--- config.mk ---
export PLATFORM = sky130hd
export DESIGN_NAME = press_classifier_ip
export DESIGN_NICKNAME = d
export VERILOG_FILES = /design/src/rtl/press_classifier_ip.sv
export SDC_FILE = /design/constraint.sdc
export NUM_CORES = 1
export LEC_CHECK = 0
export ABC_AREA = 1
export BUFFER_PORTS_ARGS = -buffer_cell sky130_fd_sc_hd__buf_2
export CORE_UTILIZATION = 55
export CTS_BUF_LIST = sky130_fd_sc_hd__clkbuf_8
export CTS_CLUSTER_SIZE = 28
export DETAILED_ROUTE_END_ITERATION = 10
export HOLD_SLACK_MARGIN = 0.05
export PLACE_DENSITY_LB_ADDON = 0.15
export SETUP_SLACK_MARGIN = 0.5
export SYNTH_ARGS = -nofsm -noshare
export SYNTH_HDL_FRONTEND = slang
export SYNTH_SLANG_ARGS = --single-unit
export TNS_END_PERCENT = 50
--- constraint.sdc ---
create_clock -name clk_i -period 2.04 [get_ports clk_i]
set_clock_uncertainty 0.2 [all_clocks]
set_input_delay 0.408 -clock clk_i [delete_from_list [all_inputs] [get_ports clk_i]]
set_output_delay 0.408 -clock clk_i [all_outputs]
set_load 0.1 [all_outputs]
--- src/rtl/press_classifier_ip.sv ---
// Button gesture classifier: turns a debounced level into one-cycle pulses for
// single click, double click and long press, plus hold/busy status levels.
module press_classifier_ip #(
   parameter int unsigned LongCycles = 50_000_000,
   parameter int unsigned GapCycles  = 25_000_000
) (
   input  logic clk_i,
   input  logic rst_i,
   input  logic level_i,
   output logic short_o,
   output logic double_o,
   output logic long_o,
   output logic hold_o,
   output logic busy_o
);

   localparam int unsigned MaxCycles = (LongCycles > GapCycles) ? LongCycles : GapCycles;
   localparam int unsigned CntW      = $clog2(MaxCycles + 1);

   localparam logic [CntW-1:0] CntOne   = CntW'(1);
   localparam logic [CntW-1:0] LongLast = CntW'(LongCycles - 1);
   localparam logic [CntW-1:0] GapLast  = CntW'(GapCycles - 1);

   generate
      if (LongCycles < 2) begin : g_bad_long
         $error("press_classifier_ip: LongCycles must be >= 2");
      end
      if (GapCycles < 2) begin : g_bad_gap
         $error("press_classifier_ip: GapCycles must be >= 2");
      end
   endgenerate

   typedef enum logic [2:0] {
      StArm,
      StIdle,
      StPress1,
      StGap,
      StPress2,
      StLong
   } state_e;

   state_e          state_q, state_d;
   logic [CntW-1:0] cnt_q, cnt_d;
   logic            short_q, short_d;
   logic            double_q, double_d;
   logic            long_q, long_d;
   logic            hold_q, hold_d;
   logic            busy_q, busy_d;

   always_comb begin
      state_d  = state_q;
      cnt_d    = cnt_q;
      short_d  = 1'b0;
      double_d = 1'b0;
      long_d   = 1'b0;

      case (state_q)
         // Wait for a release so a button held through reset is not a press.
         StArm: begin
            if (!level_i) state_d = StIdle;
         end
         StIdle: begin
            if (level_i) begin
               state_d = StPress1;
               cnt_d   = CntOne;
            end
         end
         StPress1: begin
            if (level_i) begin
               if (cnt_q == LongLast) begin
                  long_d  = 1'b1;
                  state_d = StLong;
               end else begin
                  cnt_d = cnt_q + CntOne;
               end
            end else begin
               state_d = StGap;
               cnt_d   = CntOne;
            end
         end
         StGap: begin
            if (!level_i) begin
               if (cnt_q == GapLast) begin
                  short_d = 1'b1;
                  state_d = StIdle;
               end else begin
                  cnt_d = cnt_q + CntOne;
               end
            end else begin
               double_d = 1'b1;
               state_d  = StPress2;
            end
         end
         // Second press of a double click has no long-press detection.
         StPress2, StLong: begin
            if (!level_i) state_d = StIdle;
         end
         default: begin
            state_d = StArm;
         end
      endcase

      hold_d = (state_d == StLong);
      busy_d = (state_d != StIdle);
   end

   always_ff @(posedge clk_i) begin
      if (rst_i) begin
         state_q  <= StArm;
         cnt_q    <= '0;
         short_q  <= 1'b0;
         double_q <= 1'b0;
         long_q   <= 1'b0;
         hold_q   <= 1'b0;
         busy_q   <= 1'b1;
      end else begin
         state_q  <= state_d;
         cnt_q    <= cnt_d;
         short_q  <= short_d;
         double_q <= double_d;
         long_q   <= long_d;
         hold_q   <= hold_d;
         busy_q   <= busy_d;
      end
   end

   assign short_o  = short_q;
   assign double_o = double_q;
   assign long_o   = long_q;
   assign hold_o   = hold_q;
   assign busy_o   = busy_q;

endmodule

Yosys cells after proc, flatten, opt, wreduce, memory -nomap -nowiden
Index checks and enable logic that the tools add are counted.
{ "word_totals": {"regBits": 34, "out_inout_bits": 5} }
{ "classes": {"n_addsub": 1, "n_eq_ne": 13, "n_mux": 16, "bitwise_logic": 3, "n_reduce_logical": 7} }
{ "ops": {"columns": ["op", "n"], "rows": [
  ["26-bit two-way mux", 5],
  ["26-bit case mux with 3 select lines", 1],
  ["26-bit by 1-bit adder with 26-bit output, second input constant", 1],
  ["26-bit by 25-bit == test with 1-bit output, second input constant", 1],
  ["26-bit == test, second input constant", 1],
  ["3-bit two-way mux", 6],
  ["3-bit case mux with 4 select lines", 1],
  ["3-bit == test, second input constant", 3],
  ["3-bit OR reduction", 3],
  ["3-bit by 2-bit == test with 1-bit output, second input constant", 2],
  ["2-bit inequality test, second input constant", 3],
  ["5-bit AND reduction", 1],
  ["3-bit by 1-bit == test with 1-bit output, second input constant", 1],
  ["3-bit logical NOT", 1],
  ["1-bit two-way mux", 3],
  ["3-bit by 1-bit inequality test with 1-bit output, second input constant", 1],
  ["3-bit inequality test, second input constant", 1],
  ["1-bit NOT", 3],
  ["3-bit nonzero test", 1],
  ["2-bit OR reduction", 1]
]} }

Depth between registers and ports, before layout
{ "depth": {"ltp_word": 5, "depth_mapped": 13} }

Worst setup path after synthesis
No wires, ideal clock.
{ "synth_path": {"path_type": "flip-flop to flip-flop", "start": "reg cnt_q[0]", "end": "reg busy_q (netlist: busy_o)", "arrival_ns": 1.557, "slack_ns": 0.166, "stages_incl_launch_ff": 14, "n_path_buf": 1, "cell_sequence": "dfxtp_1 > ha_1 > nand2_2 > nor2_4 > nand2_1 > nor2_1 > nand2_1 > nand2_2 > nand2_4 > nand2_2 > buf_6 > nand2_1 > nor2_1 > nand2_1"} }
{ "synth_via": {"elab_chain_cells": 5, "word_cells_on_any_way": 8} }
{ "synth_rtl": {"columns": ["element", "line_no", "text"], "rows": [
  ["start, declared", "43", "logic [CntW-1:0] cnt_q, cnt_d;"],
  ["start signal, assigned", "118", "cnt_q <= cnt_d;"],
  ["26-bit by 25-bit == test with 1-bit output or 26-bit == test (tied branches)", "83, 70", null],
  ["3-bit two-way mux (on tied branches)", "83, 70", null],
  ["3-bit two-way mux (on tied branches)", "82, 69", null],
  ["3-bit case mux with 4 select lines *", "57", "case (state_q)"],
  ["3-bit by 1-bit inequality test with 1-bit output *", "104", "busy_d = (state_d != StIdle);"],
  ["end signal, assigned", "123", "busy_q <= busy_d;"],
  ["end, declared", "48", "logic busy_q, busy_d;"]
]} }
Every way passes the cells marked *; elsewhere a longest branch is shown, timed or not.
A chain may end at the register's enable or synchronous reset.

Worst setup path after layout
{ "layout_path": {"start": "reg cnt_q[6]", "end": "reg cnt_q[19]"} }
{ "layout_via": {"elab_chain_cells": 4, "word_cells_on_any_way": 11} }
{ "layout_rtl": {"columns": ["element", "line_no"], "rows": [
  ["26-bit by 1-bit adder with 26-bit output", "74, 87"],
  ["26-bit two-way mux (on tied branches)", "83, 70"],
  ["26-bit two-way mux (on tied branches)", "82, 69"],
  ["26-bit case mux with 3 select lines", "57"]
]} }
Parallel ways exist; a longest one is shown, timed or not. The select of a mux whose other input is x is not followed.

==> impl_results.md <==
- Result of the run: finished clean
- Post-DP HPWL: between 4000 and 5000 µm
- Count of final max-slew check failures: 0
- Clock-pin slew on the worst setup and hold paths: approximately 0.070 ns
- Cell with the biggest individual delay on the critical path: dfxtp_2
- Area contributors post-synth: dfxtp_1 28%, nand2_1 21%, nor2_1 10%
- Buffers added on ports: 7
- Synthesized flop and latch total: 34
- Area share of the leading cell type in the synthesized netlist: 0.280
- Worst rel slew slack: 0.679
- DR vias/cell: around 5.7
- Largest fanout on the critical path: 5
- Least-Margin Pin Slew: 0.485 ns
- Hold WC Path Type: in -> reg
- Master cell of the clock root buffer: clkbuf_8
- Post-synth top flop: dfxtp_1
- Total track usage: 0.335
- Worst ir drop on vdd: 0.302 mV
- Pwr/cell area: 475 nW/µm²
- Diode count: 0
- Total number of vias: approximately 2800
- Antenna viol nets, final: 0
- Wire length of the first global-routing pass: 11200 µm
- Maximum buffer depth of the clock tree: 2
- Count of buffer and inverter cells on the critical path: 0
- Cell chain of the critical path: nand2_1 -> nor2_1 -> nand2_2 -> nor2_2 -> nand3_1 -> o21ai_0 -> nand2_1 -> nand2_1 -> nor2_1
- Core area: 4120 µm²
- Timing-limited maximum frequency: roughly 0.51 GHz
- Clock tree from TritonCTS: built
- DIE AREA: 4690 µm²
- Remaining global-route overflow: 0
- Final setup vio count: 0
- Nets in the synthesized netlist: between 400 and 500
- Share of flip-flops with an asynchronous set or reset after synthesis: 0
- Pin count of the biggest net entering global routing: 20
- Area Growth Syn to Fin: 23.6%
- Overall die width: 68.5 µm
- Min Tclk post-route: 1.96 ns
- Endpoint kind of the worst setup timing path: flip-flop
- Worst hold slack: about 0.24 ns
- Area of the mapped netlist: 2430 µm²
- Top Ports: 8
- First drt pass iteration count: 5
- Post-synthesis average cell area: just under 6 µm²
- Fin Setup TNS: 0 ns
- CP max stage delay: about 0.4 ns
- Fraction of the yosys area taken by sequential cells: 0.280
- Cell variety after synth: 30
- Number of warnings reported in the yosys synthesis log: 0
- Dominant cell type by area after synthesis: dfxtp_1
- DRC violation count after routing: 0
- CP Launch Type: flip-flop
- Signal arrival time at the worst endpoint: 1.94 ns
- Number of enable flip-flop cells after synthesis: 0
- Layout Nets: 450
- Number of violations reported at the end of detailed-routing iteration 0: 379
- CP required: roughly 2.0 ns
- Overall power of the completed layout: 0.00143 W
- Drt total wl: 7330 µm
- Final Hold Vio Count: 0
- Clk_lat worst skew: 0.29 ns
- Average wire length per cell after detail routing: 14.8 µm
- Mapped Cells: 418
- Starting utilization of the core area: 0.591
- Share of cells above drive strength 1: 0.244
- Max-capacitance violation count: 0
- Placement Rows: 23
- Post-cts hold buffer count: 0
- Most frequent cell after synthesis: nand2_1
- Static Leak: 1.21 nW
- Top cells by instance count after synthesis: 133 x nand2_1, 67 x nor2_1, 47 x inv_1, 34 x dfxtp_1, 33 x nand3_1
- Placer Congestion: 0.942
- Portion of the clock cycle consumed by the worst path in the final layout: 0.961
- Unrepaired setup endpoints after global routing: yes
- Num CTS Buffers: 5
- Worst Setup Path Type: reg -> reg
- Initial antenna violation count: 0
- Most repeated library cell on the critical path: nand2_1
- Critical path's top delay family: simple AND/OR/NAND/NOR gates
- Chip Height: 68.5 µm
- Number of global-route vias before repair: 2302
- Clock sink total: 34
- CTS H-tree depth: 2
-- area by class of cell --
class / instances / area (µm²)
multi-input cells: 324 / 1720
fillers: 339 / 1110
flip-flops and latches: 34 / 706
repair buffers: 28 / 221
inverters: 53 / 204
clock buffers: 6 / 82.6
well taps: 50 / 62.6
clock inverters: 2 / 8.76
-- metal layers --
metal / wire, µm / track usage / up-vias
met3: 683 / 0.0583 / 30
met4: 325 / 0.201 / 0
met1: 3190 / 0.452 / 1257
met5: 0 / 0 / -
li1: - / - / 1395
met2: 3130 / 0.490 / 140
-- metrics by stage --
stage          cells  utilization  cell area, µm²  setup slack, ns
2_1_floorplan    418            -            2460            0.315
3_3_place_gp     478        0.630            2590           0.0455
3_5_place_dp     478        0.630            2590           0.0132
4_1_cts          496        0.691            2850            0.169
5_1_grt          497        0.730            3000          0.00179
6_report         497        0.730            3000           0.0804
-- path summary, 6_finish.rpt --
kind / from / endpoint / slack [ns] / cells after the start
max: cnt_q[6] / cnt_q[19] / 0.08 / 9
min: level_i / short_o / 0.24 / 2
max reg2reg: cnt_q[6] / cnt_q[19] / 0.08 / 9
min reg2reg: cnt_q[13] / cnt_q[13] / 0.30 / 2
-- report_power, final --
group	switching (W)	leakage [nW]	internal, W	total [W]
logic	0.000157	0.878	0.0000668	0.000224
registers	0.0000111	0.283	0.000673	0.000684
clock network	0.000251	0.0524	0.000267	0.000518
total	0.000419	1.21	0.00101	0.00143
-- cells by family (layout without fill, tap and decap cells) --
kind of cell / Yosys count / in the layout / synth area share
AND/OR/NAND/NOR: 276 / 281 / 0.493
buffers and inverters: 65 / 89 / 0.113
AO/OA/AOI/OAI: 37 / 37 / 0.0911
flip-flops: 34 / 34 / 0.280
XOR/XNOR: 5 / 5 / 0.0180
adder cells (fa/ha/maj): 1 / 1 / 0.00515
-- placed cells by master (no fill, tap or decap), drive strengths merged --
master / synthesis / layout
clkbuf: 2 / 6
o21ai: 6 / 6
a21oi: 21 / 21
nand4: 17 / 17
nand2: 140 / 145
nand3: 33 / 33
nand3b: 4 / 4
o21bai: 3 / 3
dfxtp: 34 / 34
xnor2: 1 / 1
o211ai: 1 / 1
o2111a: 2 / 2
a211oi: 4 / 4
clkinv: 1 / 2
nor2: 73 / 73
nor3: 9 / 9
ha: 1 / 1
buf: 10 / 28
xor2: 4 / 4
inv: 52 / 53
-- state kept, by name, summed over array words and instances (netlist names) --
| register | count |
|---|---|
| busy_o | 1 |
| state_q | 3 |
| short_o | 1 |
| hold_o | 1 |
| long_o | 1 |
| cnt_q | 26 |
| double_o | 1 |
-- what timing repair did --
action | CTS | global route
endpoints found under the setup margin | 35 | 38
cloned | 5 | 0
pin swaps | 9 | 14
gates resized for setup | 18 | 47
hold endpoints to repair | 0 | 0
setup buffers | 5 | 1
Note: power is estimated with default switching activity, not from simulation.
